==> config.mk <==
export PLATFORM = sky130hd
export DESIGN_NAME = lcd_fb_writer
export DESIGN_NICKNAME = d
export VERILOG_FILES = /design/src/rtl/lcd_fb_writer.sv
export SDC_FILE = /design/constraint.sdc
export NUM_CORES = 1
export LEC_CHECK = 0
export BUFFER_PORTS_ARGS = -buffer_cell sky130_fd_sc_hd__buf_2
export CAP_MARGIN = 0
export CORE_MARGIN = 2
export CORE_UTILIZATION = 50
export CTS_CLUSTER_SIZE = 10
export DETAILED_ROUTE_END_ITERATION = 7
export GPL_TIMING_DRIVEN = 0
export PLACE_DENSITY_LB_ADDON = 0.05
export SLEW_MARGIN = 15
export SYNTH_ARGS = -nofsm -noshare
export SYNTH_HDL_FRONTEND = slang
export SYNTH_SLANG_ARGS = --single-unit
==> constraint.sdc <==
create_clock -name clk_100mhz -period 2.64 [get_ports clk_100mhz]
set_input_delay 0.132 -clock clk_100mhz [delete_from_list [all_inputs] [get_ports clk_100mhz]]
set_output_delay 0.132 -clock clk_100mhz [all_outputs]
set_load 0.01 [all_outputs]
==> src/rtl/lcd_fb_writer.sv <==
// Streams LCD pixels into a framebuffer write port, addressing by running counter.
// Define LCD_FB_WRITER_CLEAR_EN to blank the framebuffer to 2'b00 after every reset.
module lcd_fb_writer #(
  parameter int unsigned WIDTH  = 160,
  parameter int unsigned HEIGHT = 144
) (
  input  logic        clk_100mhz,
  input  logic        rst,
  input  logic        pix_valid,
  input  logic        pix_sof,
  input  logic [1:0]  pix_data,
  output logic [14:0] addra,
  output logic [1:0]  dina,
  output logic        wea,
  output logic        frame_done,
  output logic        sync_err,
  output logic        busy
);

  localparam int unsigned XW = (WIDTH > 1) ? $clog2(WIDTH) : 1;
  localparam int unsigned YW = (HEIGHT > 1) ? $clog2(HEIGHT) : 1;
  localparam logic [XW-1:0] XMax     = XW'(WIDTH - 1);
  localparam logic [YW-1:0] YMax     = YW'(HEIGHT - 1);
  localparam logic [14:0]   AddrLast = 15'(WIDTH * HEIGHT - 1);

`ifdef LCD_FB_WRITER_CLEAR_EN
  typedef enum logic [1:0] {StIdle, StActive, StClear} state_e;
  localparam state_e StReset = StClear;
`else
  typedef enum logic [1:0] {StIdle, StActive} state_e;
  localparam state_e StReset = StIdle;
`endif

  state_e        r_state, w_state_next;
  logic [XW-1:0] r_x, w_x_next, w_cur_x;
  logic [YW-1:0] r_y, w_y_next, w_cur_y;
  logic [14:0]   r_addr, w_addr_next, w_cur_addr;
  logic [14:0]   r_addra, w_addra_next;
  logic [1:0]    r_dina, w_dina_next;
  logic          r_wea, w_wea_next;
  logic          r_done, w_done_next;
  logic          r_err, w_err_next;
  logic          w_acc;

  always_comb begin
    w_state_next = r_state;
    w_x_next     = r_x;
    w_y_next     = r_y;
    w_addr_next  = r_addr;
    w_addra_next = r_addra;
    w_dina_next  = r_dina;
    w_wea_next   = 1'b0;
    w_done_next  = 1'b0;
    w_err_next   = r_err;
    w_acc        = 1'b0;
    // A start-of-frame pixel always lands at the origin, whatever the counters say.
    w_cur_x      = pix_sof ? '0 : r_x;
    w_cur_y      = pix_sof ? '0 : r_y;
    w_cur_addr   = pix_sof ? '0 : r_addr;

    case (r_state)
      StIdle: w_acc = pix_valid & pix_sof;
      StActive: begin
        w_acc = pix_valid;
        if (pix_valid && pix_sof && (r_x != '0 || r_y != '0)) begin
          w_err_next = 1'b1;
        end
      end
`ifdef LCD_FB_WRITER_CLEAR_EN
      StClear: begin
        w_wea_next   = 1'b1;
        w_addra_next = r_addr;
        w_dina_next  = 2'b00;
        if (r_addr == AddrLast) begin
          w_state_next = StIdle;
          w_addr_next  = '0;
        end else begin
          w_addr_next = r_addr + 15'd1;
        end
      end
`endif
      default: w_state_next = StIdle;
    endcase

    if (w_acc) begin
      w_wea_next   = 1'b1;
      w_addra_next = w_cur_addr;
      w_dina_next  = pix_data;
      if (w_cur_x == XMax && w_cur_y == YMax) begin
        w_state_next = StIdle;
        w_x_next     = '0;
        w_y_next     = '0;
        w_addr_next  = '0;
        w_done_next  = 1'b1;
      end else begin
        w_state_next = StActive;
        w_addr_next  = w_cur_addr + 15'd1;
        if (w_cur_x == XMax) begin
          w_x_next = '0;
          w_y_next = w_cur_y + YW'(1);
        end else begin
          w_x_next = w_cur_x + XW'(1);
          w_y_next = w_cur_y;
        end
      end
    end
  end

  always_ff @(posedge clk_100mhz) begin
    if (rst) begin
      r_state <= StReset;
      r_x     <= '0;
      r_y     <= '0;
      r_addr  <= '0;
      r_addra <= '0;
      r_dina  <= '0;
      r_wea   <= 1'b0;
      r_done  <= 1'b0;
      r_err   <= 1'b0;
    end else begin
      r_state <= w_state_next;
      r_x     <= w_x_next;
      r_y     <= w_y_next;
      r_addr  <= w_addr_next;
      r_addra <= w_addra_next;
      r_dina  <= w_dina_next;
      r_wea   <= w_wea_next;
      r_done  <= w_done_next;
      r_err   <= w_err_next;
    end
  end

  assign addra      = r_addra;
  assign dina       = r_dina;
  assign wea        = r_wea;
  assign frame_done = r_done;
  assign sync_err   = r_err;
  assign busy       = (r_state != StIdle);

endmodule
==> Yosys cells after proc, flatten, opt, wreduce, memory -nomap -nowiden <==
Index checks and enable logic that the tools add are counted.
{ "word_totals": {"ff_bits": 53, "in_bits": 6, "word_cells": 43, "out_inout_bits": 21} }
{ "classes": {"reduce_logical": 11, "muxes": 14, "n_eq_ne": 4, "n_bitwise": 2, "n_addsub": 3} }
{ "ops": {"columns": ["op", "n"], "rows": [
  ["$mux 8", 6],
  ["$mux 15", 2],
  ["$add 8x1->8 const B", 2],
  ["$eq 8x8->1 const B", 2],
  ["$reduce_bool 8->1", 2],
  ["$add 15x1->15 const B", 1],
  ["$mux 2", 2],
  ["$reduce_or 2->1", 2],
  ["$logic_and 1x1->1", 3],
  ["$mux 1", 3],
  ["$eq 2x1->1 const B", 1],
  ["$logic_not 2->1", 1],
  ["$ne 2x1->1 const B", 1],
  ["$pmux 1 s2", 1],
  ["$reduce_and 2->1", 1],
  ["$reduce_bool 2->1", 1],
  ["$and 1x1->1", 1],
  ["$logic_or 1x1->1", 1],
  ["$not 1->1", 1]
]} }

==> Longest topological paths before layout <==
Gate-level depths: netlist (run 1).
{ "logic_depth": {"ltp_word": 5, "depth_mapped": 10, "depth_no_buf": 6} }

==> Worst setup path after synthesis (run 1) <==
Ideal clock, no wire load.
{ "synth_timing": {"kind": "input to register", "from": "in pix_sof", "to": "reg r_y[7]", "cell_stages": 9, "path_slack_ps": 536, "setup_ps": 120, "arrival_ps": 1984, "path_cell_list": "buf_2 buf_6 clkbuf_1 nor2b_1 ha_1 nand4b_2 nor4_4 a2111oi_1 a211o_1"} }
{ "synth_between": {"elab_chain_len": 4} }
{ "synth_lines": {"columns": ["item", "line", "source"], "rows": [
  ["start, declared", "10", "input logic pix_sof,"],
  ["$mux 8, on equally long branches", "58, 57", null],
  ["$add 8x1->8, or another cell as far along", "100", "w_y_next = w_cur_y + YW'(1);"],
  ["$mux 8 / $logic_and 1x1->1 (equally long branches)", "98, 89", null],
  ["$mux 8", "89", "if (w_cur_x == XMax && w_cur_y == YMax) begin"],
  ["end signal, assigned", "123", "r_y <= w_y_next;"],
  ["end, declared", "36", "logic [YW-1:0] r_y, w_y_next, w_cur_y;"]
]} }
Parallel ways exist; a longest one is shown, timed or not.
A chain may end at the register's enable or synchronous reset.

==> Final worst setup path (run 1) <==
{ "layout_timing": {"from": "in pix_sof", "to": "reg r_addr[14]"} }
{ "layout_between": {"elab_chain_len": 4} }
{ "layout_lines": {"columns": ["item", "line", "source"], "rows": [
  ["branches (longest 4 deep; another with $add 15x1->15)", null, null],
  ["end signal, assigned", "124", "r_addr <= w_addr_next;"],
  ["end, declared", "37", "logic [14:0] r_addr, w_addr_next, w_cur_addr;"]
]} }
Parallel ways; which one is timed is not known.

==> flow_summary.yaml, run 1 <==
clocking:
  numCtsBuffers: 5
  clk_pin_slew_ps: 100
  clockBufferDepth: 2
  clkLatencyLatePin_ps: 310
  cts_tree: "built"
  clock_sinks: 52
  h-tree-depth: 2
  clockRootBuffer: "clkbuf_8"
  hold_buffers: 0
final_layout:
  fin_util_pct: 58.9
  drive_gt1_share_pct: 13.2
  synthToLayoutAreaGrowth_pct: 12.6
  finish.instance_area_um2: 3040
  diodes: 0
  fin_nets: 371
  nFillCells: 477
synth:
  avgSynthCellArea_um2: 8.16
  synth.most_common_cell: "dfxtp_1"
  synth_ff_type: "dfxtp_1"
  synth_top_cell_by_area: "dfxtp_1"
  yosys_warnings: 0
  yosys.area.top_type_share_pct: 38.5
  async_flop_share_pct: 0
  synthTopCellsByCount: "dfxtp_1, nand2_1, a21oi_1"
  synth.distinct_cells: 52
  synth-seq-cells: 52
  seq_area_frac_synth_pct: 38.5
  synth-edff-count: 0
  synth_area_leaders: "dfxtp_1, a21oi_1, nand2_1"
  synth_area_um2: 2700
  synth_cells: 331
  synth_nets: 340
min_path:
  worstHoldStart: "pix_data[0]"
  hold_path.class: "primary input to flip-flop"
  hold_end: "dina[0]$_SDFFE_PP0P_"
  min_path_cells: 3
critical_path:
  critPathKind: "primary input to flip-flop"
  r2r_end: "r_addr[14]$_SDFFE_PP0P_"
  required_ps: 2820
  r2r_slack_ps: 280
  cp-start-kind: "primary input"
  cp.arrival_ps: 2560
  timing.rr.start: "r_x[0]$_SDFFE_PP0P_"
  critPathCaptureType: "flip-flop"
  path_max_fanout: 10
  ff2ff_path_depth: 6
power_and_ir_drop:
  p_total_mw: 1.54
  p_per_area_nw_per_um2: 505
  power.leakage_nw: 1.12
  peakVddDrop_mv: 0.298
grt:
  grt_usage_pct: 26.9
  antenna_found_initial: 0
  grt_overflow: 0
  first_global_vias: 2558
  grt_pass1_wl_um: 13000
  grt_max_degree: 16
detailed_routing:
  firstDrtPassIters: 5
  first_iter_violations: 236
  ant_nets: 0
  vias: 2748
  via_per_inst: 6.35
  drcViolationCount: 0
  drt-met1-wl_um: 3540
  wl_met2_um: 3480
  highest_layer: "met4"
  met3_length_um: 550
  wl_um: 7690
  routedWlPerCell_um: 17.8
timing:
  min_period_ps: 2370
  drv_slew: 0
  tightest_slew_ps: 809
  post-route-period-util_pct: 89.9
  clock.fmax_mhz: 421
  finalClockSkew_ps: 9.15
  rsz0062_at_grt: "no"
  hold_viol: 0
  setup_viol: 0
  max_slew_margin_pct: 45.3
placement:
  dpl_cell_area_um2: 2910
  gp_congestion: 0.964
  hpwlAfterDp_um: 5320
  port_buffers: 24
floorplanning:
  die_w_um: 77.5
  start_util_pct: 52.2
  die_h_um: 77.5
  io_pins: 27
  num_rows: 26
  core_area_um2: 5170
  dieArea_um2: 6010
run_status:
  status: "finished clean"
run:
  cap_violations: 0
## final cells by class
type	instances	area (um2)	area share [%]
Clock inverter	1	30.0	0.986
Sequential cell	52	1040	34.2
Tap cell	70	87.6	2.88
Inverter	8	30.0	0.986
Timing Repair Buffer	24	120	3.95
Clock buffer	7	96.3	3.16
Multi-Input combinational cell	249	1540	50.7
Buffer	22	96.3	3.16
## kinds of logic (layout without fill, tap and decap cells)
group / Yosys count / after routing / synth area share (%)
adders and majority gates: 3 / 3 / 1.39
DFF: 52 / 52 / 38.5
and+or+nand+nor: 154 / 154 / 34.0
buffers and inverters: 30 / 62 / 4.68
muxes: 2 / 2 / 0.741
AOI/OAI and AO/OA: 90 / 90 / 20.7
## through the flow
| step | setup TNS [ps] | instances | setup slack (ps) | hold slack, ps |
|---|---|---|---|---|
| finish | 0 | 433 | 266 | 40.0 |
| global route | 0 | 433 | 60.1 | 70.8 |
| CTS | 0 | 433 | 71.3 | 46.8 |
| detailed placement | -725 | 425 | -219 | 381 |
| global placement | -760 | 425 | -228 | 377 |
| floorplan | 0 | 331 | 536 | 268 |
## metal layers
layer	up-vias	global-route usage (%)
met1	1313	36.8
li1	1315	-
met3	14	4.88
met5	-	0
met4	0	8.75
met2	106	42.8
## cell usage in the layout (no fill, tap or decap), types with 10 or more instances in the layout
| cell type | Yosys | routed |
|---|---|---|
| dfxtp_1 | 52 | 52 |
| a21oi_1 | 31 | 31 |
| nor2b_1 | 10 | 10 |
| o21ai_0 | 17 | 17 |
| nand2_1 | 37 | 37 |
| nand3_1 | 20 | 20 |
| buf_2 | 5 | 29 |
| nor2_1 | 18 | 18 |
| a31oi_1 | 19 | 19 |
| clkbuf_1 | 13 | 13 |
## power breakdown
part           internal (mW)  leakage [nW]  total (mW)  switching, mW
registers              0.791         0.420       0.799        0.00823
clock network          0.335        0.0645       0.612          0.277
logic                 0.0337         0.633       0.126         0.0918
## state kept, by name (all words and copies together) (netlist names)
name	flops
dina	2
r_state	1
frame_done	1
sync_err	1
addra	15
r_y	8
r_x	8
r_addr	15
wea	1
## critical path, stage by stage
cell and delay [ps]:
buf_2 140, buf_2 200, buf_6 170, clkbuf_1 240, nor2b_1 170, ha_1 300, nand4b_2 320, o41ai_2 600
or3_1 190, o211ai_1 80
## worst max-delay path by stage
stage | end | startpoint | slack [ps]
after global routing | r_addr[12]$_SDFFE_PP0P_ | pix_sof | 60
after CTS | r_addr[14]$_SDFFE_PP0P_ | r_x[0]$_SDFFE_PP0P_ | 70
after detailed placement | r_addr[14]$_SDFFE_PP0P_ | pix_sof | -220
final | r_addr[14]$_SDFFE_PP0P_ | pix_sof | 270
after global placement | r_addr[14]$_SDFFE_PP0P_ | pix_sof | -230
after floorplan | r_y[7]$_SDFFE_PP0P_ | pix_sof | 540
## repair_timing
action / in CTS / in global routing
gates resized for setup: 0 / 1
setup endpoints to repair: 0 / 4
buffers inserted: 0 / 0
Note: power is estimated with default switching activity, not from simulation.
==> run 2, diff against run 1 <==
--- a/config.mk
+++ b/config.mk
@@ -5,11 +5,12 @@
 export SDC_FILE = /design/constraint.sdc
 export NUM_CORES = 1
 export LEC_CHECK = 0
+export ABC_AREA = 1
 export BUFFER_PORTS_ARGS = -buffer_cell sky130_fd_sc_hd__buf_2
 export CAP_MARGIN = 0
 export CORE_MARGIN = 2
 export CORE_UTILIZATION = 50
-export CTS_CLUSTER_SIZE = 10
+export CTS_CLUSTER_SIZE = 14
 export DETAILED_ROUTE_END_ITERATION = 7
 export GPL_TIMING_DRIVEN = 0
 export PLACE_DENSITY_LB_ADDON = 0.05
==> run 2 against run 1 <==
Largest cell class unchanged. Critical path type unchanged. Synthesized cell count rose by 24%. Sequential share of layout area down 0.21 points. Largest power group unchanged. Die area increased by 1.9%. Clock-buffer cell count grew 1. Global-route usage is 2.2 points lower. Register-to-register slack better by 430 ps. Critical path depth rose by 3. Final cell count up 19%.
==> flow_summary.yaml, run 2 <==
run_status:
  status: "finished clean"
detailed_routing:
  vias: 2750
  routedWlPerCell_um: 13.8
  ant_nets: 0
  firstDrtPassIters: 4
  drcViolationCount: 0
  via_per_inst: 5.35
  first_iter_violations: 286
  wl_um: 7100
timing:
  setup_viol: 0
  rsz0062_at_grt: "no"
  tightest_slew_ps: 667
  clock.fmax_mhz: 450
  max_slew_margin_pct: 55.5
  post-route-period-util_pct: 84.2
  hold_viol: 0
  drv_slew: 0
  min_period_ps: 2220
  fin_ws_ps: 416
  finalClockSkew_ps: 12.5
  setup_tns_ps: 0
grt:
  grt_overflow: 0
  antenna_found_initial: 0
  first_global_vias: 2541
  grt_usage_pct: 24.6
  grt_pass1_wl_um: 12000
  grt_max_degree: 15
clocking:
  h-tree-depth: 2
  numCtsBuffers: 5
  cts_tree: "built"
  clk_pin_slew_ps: 100
  clock_sinks: 52
  post_cts_resize_count: 0
  hold_buffers: 0
  cts_setup_buffers: 0
  clockBufferDepth: 2
  clockRootBuffer: "clkbuf_8"
  clkLatencyLatePin_ps: 310
final_layout:
  diodes: 0
  drive_gt1_share_pct: 12.9
  synthToLayoutAreaGrowth_pct: 11.1
  fin_nets: 450
  final_cell_mix: "nand2_1, dfxtp_1, nor2_1"
  layout_commonest_cell: "nand2_1"
  finish.instance_area_um2: 3060
  fin_util_pct: 56.7
power_and_ir_drop:
  p_switching_mw: 0.384
  p_total_mw: 1.45
  switching_share_pct: 26.4
  p_per_area_nw_per_um2: 474
  seqPwrFrac_pct: 56.2
  power.leakage_nw: 1.19
  peakVddDrop_mv: 0.328
  combPwrFrac_pct: 10.7
  clkPwrFrac_pct: 33.1
  p_int_mw: 1.07
synth:
  synth_area_um2: 2760
  synth.distinct_cells: 31
  synthTopCellsByCount: "nand2_1, dfxtp_1, nor2_1"
  avgSynthCellArea_um2: 6.74
  synth_nets: 418
  synth-seq-cells: 52
  yosys_warnings: 0
  synth_cells: 409
  synth_ff_type: "dfxtp_1"
  synth_area_leaders: "dfxtp_1, nand2_1, a21oi_1"
  synth_top_cell_by_area: "dfxtp_1"
  synth-edff-count: 0
  async_flop_share_pct: 0
  yosys.area.top_type_share_pct: 37.7
  seq_area_frac_synth_pct: 37.7
  synth.most_common_cell: "nand2_1"
critical_path:
  required_ps: 2880
  path_cells: "buf_2, buf_6, clkbuf_1, nor2_1, ha_1, nand2_1, inv_1, nand3_1, nor2_2, a21oi_4, buf_6, nand3_1, a21oi_1"
  critical-path-slowest-cell: "clkbuf_1"
  max_stage_delay_ps: 530
  path_max_fanout: 10
  timing.rr.start: "r_x[0]$_SDFFE_PP0P_"
  cp-startpoint: "pix_sof"
  cp-start-kind: "primary input"
  critPathCaptureType: "flip-flop"
  critPathKind: "primary input to flip-flop"
  cp.arrival_ps: 2470
floorplanning:
  io_pins: 27
  die_w_um: 78.3
  die_h_um: 78.3
  dieArea_um2: 6130
  core_area_um2: 5410
  start_util_pct: 51.0
  num_rows: 27
placement:
  dpl_cell_area_um2: 2970
  port_buffers: 25
  pre_cts_ws_ps: 98.0
  gp_congestion: 0.837
  hpwlAfterDp_um: 5110
min_path:
  worstHoldStart: "pix_data[0]"
  hold_path.class: "primary input to flip-flop"
run:
  cap_violations: 0
-- run 2: cell count changes in the layout (fill, tap and decap cells not counted), moves of 10 or more --
| cell | change |
|---|---|
| nand2_1 | +66 |
| a31oi_1 | -19 |
| nor2b_1 | -10 |
| inv_1 | +30 |
| nand3_1 | +20 |
| nor2_1 | +31 |
-- run 2: metal layers --
metal / part of all wire (%) / wire [um] / up-vias / track usage (%)
met5: 0 / 0 / - / 0
met2: 49 / 3450 / 53 / 42.7
met4: 1.3 / 91 / 0 / 7.19
met3: 3.5 / 249 / 9 / 4.25
li1: - / - / 1404 / -
met1: 47 / 3310 / 1284 / 31.4
-- run 2: cells by family (layout without fill, tap and decap cells) --
| logic type | Yosys count | in the layout | share of synthesized area (%) |
|---|---|---|---|
| buffers and inverters | 60 | 93 | 9.98 |
| xor gates and xnor gates | 5 | 5 | 1.59 |
| AOI/OAI and AO/OA | 69 | 69 | 14.2 |
| adders and majority gates | 3 | 3 | 1.36 |
| and+or+nand+nor | 220 | 220 | 35.1 |
| DFF | 52 | 52 | 37.7 |
-- run 2: cell type report --
cell class | count | area [um2]
Clock buffer | 8 | 90.1
Sequential cell | 52 | 1040
Inverter | 39 | 146
Tap cell | 72 | 90.1
Buffer | 21 | 129
Multi-Input combinational cell | 297 | 1440
Timing Repair Buffer | 25 | 125
Fill cell | 566 | 2340
-- run 2: power groups by stage --
| stage | clock (mW) | sequential, mW | combinational, mW |
|---|---|---|---|
| after floorplan | 0 | 0.843 | 0.0881 |
| after global placement | 0 | 0.834 | 0.155 |
| after detailed placement | 0 | 0.835 | 0.155 |
| after CTS | 0.491 | 0.817 | 0.156 |
| after global routing | 0.518 | 0.819 | 0.172 |
| final | 0.481 | 0.816 | 0.155 |
-- run 2: path summary, 6_finish.rpt --
path / to / depth (start not counted) / slack, ps
setup / recovery: r_y[4]$_SDFFE_PP0P_ / 13 / 420
hold reg to reg: addra[1]$_SDFFE_PP0P_ / 2 / 470
setup reg to reg: r_y[4]$_SDFFE_PP0P_ / 11 / 710
hold / removal: dina[0]$_SDFFE_PP0P_ / 3 / 80
-- run 2: per-stage QoR --
step	hold WS [ps]	std cells
final	82.3	514
after global routing	104	514
after CTS	78.2	514
after detailed placement	398	506
after global placement	379	506
after floorplan	296	409
-- run 2: worst max-delay path: cells and delay by family --
kind	cells	cell delay, ps
compound gates	2	440
buf+inv	5	1080
simple gates	5	530
fa+ha+maj	1	260
==> run 3, diff against run 2 <==
==> constraint.sdc (replaced) <==
create_clock -name clk_100mhz -period 1.9 [get_ports clk_100mhz]
set_input_delay 0.095 -clock clk_100mhz [delete_from_list [all_inputs] [get_ports clk_100mhz]]
set_output_delay 0.095 -clock clk_100mhz [all_outputs]
set_load 0.01 [all_outputs]
==> run 3 against run 2 <==
Sequential power rose by 38%. Global-route usage about the same. Sequential share of layout area is 0.92 points lower. Critical path depth is the same. Register-to-register slack got worse by 550 ps. Clock power grew 38%. Setup slack got worse by 260 ps. Via count rose by 1.7%. Final area rose by 3.0%. First-iteration DRC count shrank 20%. Flip-flop and latch count stayed put.
==> flow_summary.yaml, run 3 (synthesized netlist as in run 2, its figures left out) <==
run_status:
  status: "finished clean"
power_and_ir_drop:
  p_per_area_nw_per_um2: 643
  peakVddDrop_mv: 0.457
  power.leakage_nw: 1.24
critical_path:
  path_cells: "buf_2, inv_2, buf_6, buf_2, nand2_1, inv_1, ha_1, nand4_1, nor2_4, nand3_1, nand2_1, nand3_1, a21oi_1"
  cpLargestDelayFamily: "simple AND/OR/NAND/NOR gates"
  critPathCaptureType: "flip-flop"
  cp-start-kind: "primary input"
  critPathKind: "primary input to flip-flop"
  critical-path-slowest-cell: "buf_2"
  max_stage_delay_ps: 270
  cp.arrival_ps: 1980
  critPathBufInv: 5
  path_max_fanout: 10
  required_ps: 2130
clocking:
  cts_tree: "built"
  clockBufferDepth: 2
  clock_sinks: 52
  clockRootBuffer: "clkbuf_8"
  clk_pin_slew_ps: 90
  h-tree-depth: 2
  numCtsBuffers: 5
  clkLatencyLatePin_ps: 310
  hold_buffers: 0
floorplanning:
  dieArea_um2: 6130
  die_h_um: 78.3
  core_area_um2: 5410
  num_rows: 27
  die_w_um: 78.3
  start_util_pct: 51.0
  io_pins: 27
final_layout:
  synthToLayoutAreaGrowth_pct: 14.4
  layout_commonest_cell: "nand2_1"
  diodes: 0
  final_cell_mix: "nand2_1, dfxtp_1, nor2_1"
  drive_gt1_share_pct: 15.9
  fin_nets: 455
timing:
  drv_slew: 0
  finalClockSkew_ps: 11.8
  post-route-period-util_pct: 91.9
  hold_viol: 0
  setup_viol: 0
  clock.fmax_mhz: 572
  fin_ws_ps: 153
  rsz0062_at_grt: "yes"
  min_period_ps: 1750
  tightest_slew_ps: 572
  setup_tns_ps: 0
  max_slew_margin_pct: 61.9
grt:
  grt_pass1_wl_um: 12000
  first_global_vias: 2543
  antenna_found_initial: 0
  grt_overflow: 0
  grt_usage_pct: 24.6
  grt_max_degree: 15
detailed_routing:
  ant_nets: 0
  via_per_inst: 5.39
  drcViolationCount: 0
  routedWlPerCell_um: 13.9
  firstDrtPassIters: 5
  vias: 2798
  first_iter_violations: 230
  wl_um: 7190
placement:
  gp_congestion: 0.837
  hpwlAfterDp_um: 5110
  port_buffers: 25
  pre_cts_ws_ps: -605
min_path:
  hold_path.class: "primary input to flip-flop"
run:
  cap_violations: 0
## run 3: layout make-up
| cell class | instances | area, um2 |
|---|---|---|
| clock buffers | 8 | 90.1 |
| flip-flops and latches | 52 | 1040 |
| repair buffers | 30 | 175 |
| well taps | 72 | 90.1 |
| multi-input cells | 297 | 1480 |
| plain buffers | 21 | 133 |
| fillers | 555 | 2250 |
| inverters | 39 | 146 |
## run 3: repair_timing
action	4_1_cts	5_1_grt
setup endpoints to repair	23	27
resized for setup	2	12
pin swaps	1	2
gates cloned	0	1
setup buffers	2	2
## run 3: path summary, 6_finish.rpt
check / startpoint / end / slack, ps / cells past startpoint
setup / recovery: pix_sof / r_addr[14]$_SDFFE_PP0P_ / 150 / 13
hold / removal: pix_data[0] / dina[0]$_SDFFE_PP0P_ / 50 / 3
setup reg to reg: r_y[0]$_SDFFE_PP0P_ / r_y[4]$_SDFFE_PP0P_ / 160 / 9
hold reg to reg: addra[1]$_SDFFE_PP0P_ / addra[1]$_SDFFE_PP0P_ / 460 / 2
## run 3: worst min-delay path: cells and delay by family
kind | cells | cell delay, ps
compound gates | 1 | 70
buf+inv | 1 | 70
simple gates | 1 | 80
## run 3: per-stage QoR
step	hold WS (ps)	power (mW)	utilization (%)	cells	instance area [um2]
floorplan	259	1.29	-	409	2760
global placement	342	1.37	55.0	506	2970
detailed placement	361	1.38	55.0	506	2970
CTS	41.2	2.04	57.2	516	3090
global route	66.8	2.11	58.4	519	3160
finish	46.4	2.03	58.4	519	3160
## run 3: layer usage
layer / vias to the layer above / global-route usage, % / routed length, um
met5: - / 0 / 0
met4: 0 / 7.19 / 119
met3: 14 / 4.25 / 356
met2: 73 / 42.8 / 3480
met1: 1294 / 31.3 / 3230
li1: 1417 / - / -
## run 3: where the power goes
part	switching, mW	total [mW]	internal, mW	leakage [nW]
logic	0.152	0.230	0.0779	0.770
clock network	0.367	0.665	0.298	0.0455
registers	0.0154	1.13	1.12	0.423
total	0.534	2.03	1.50	1.24
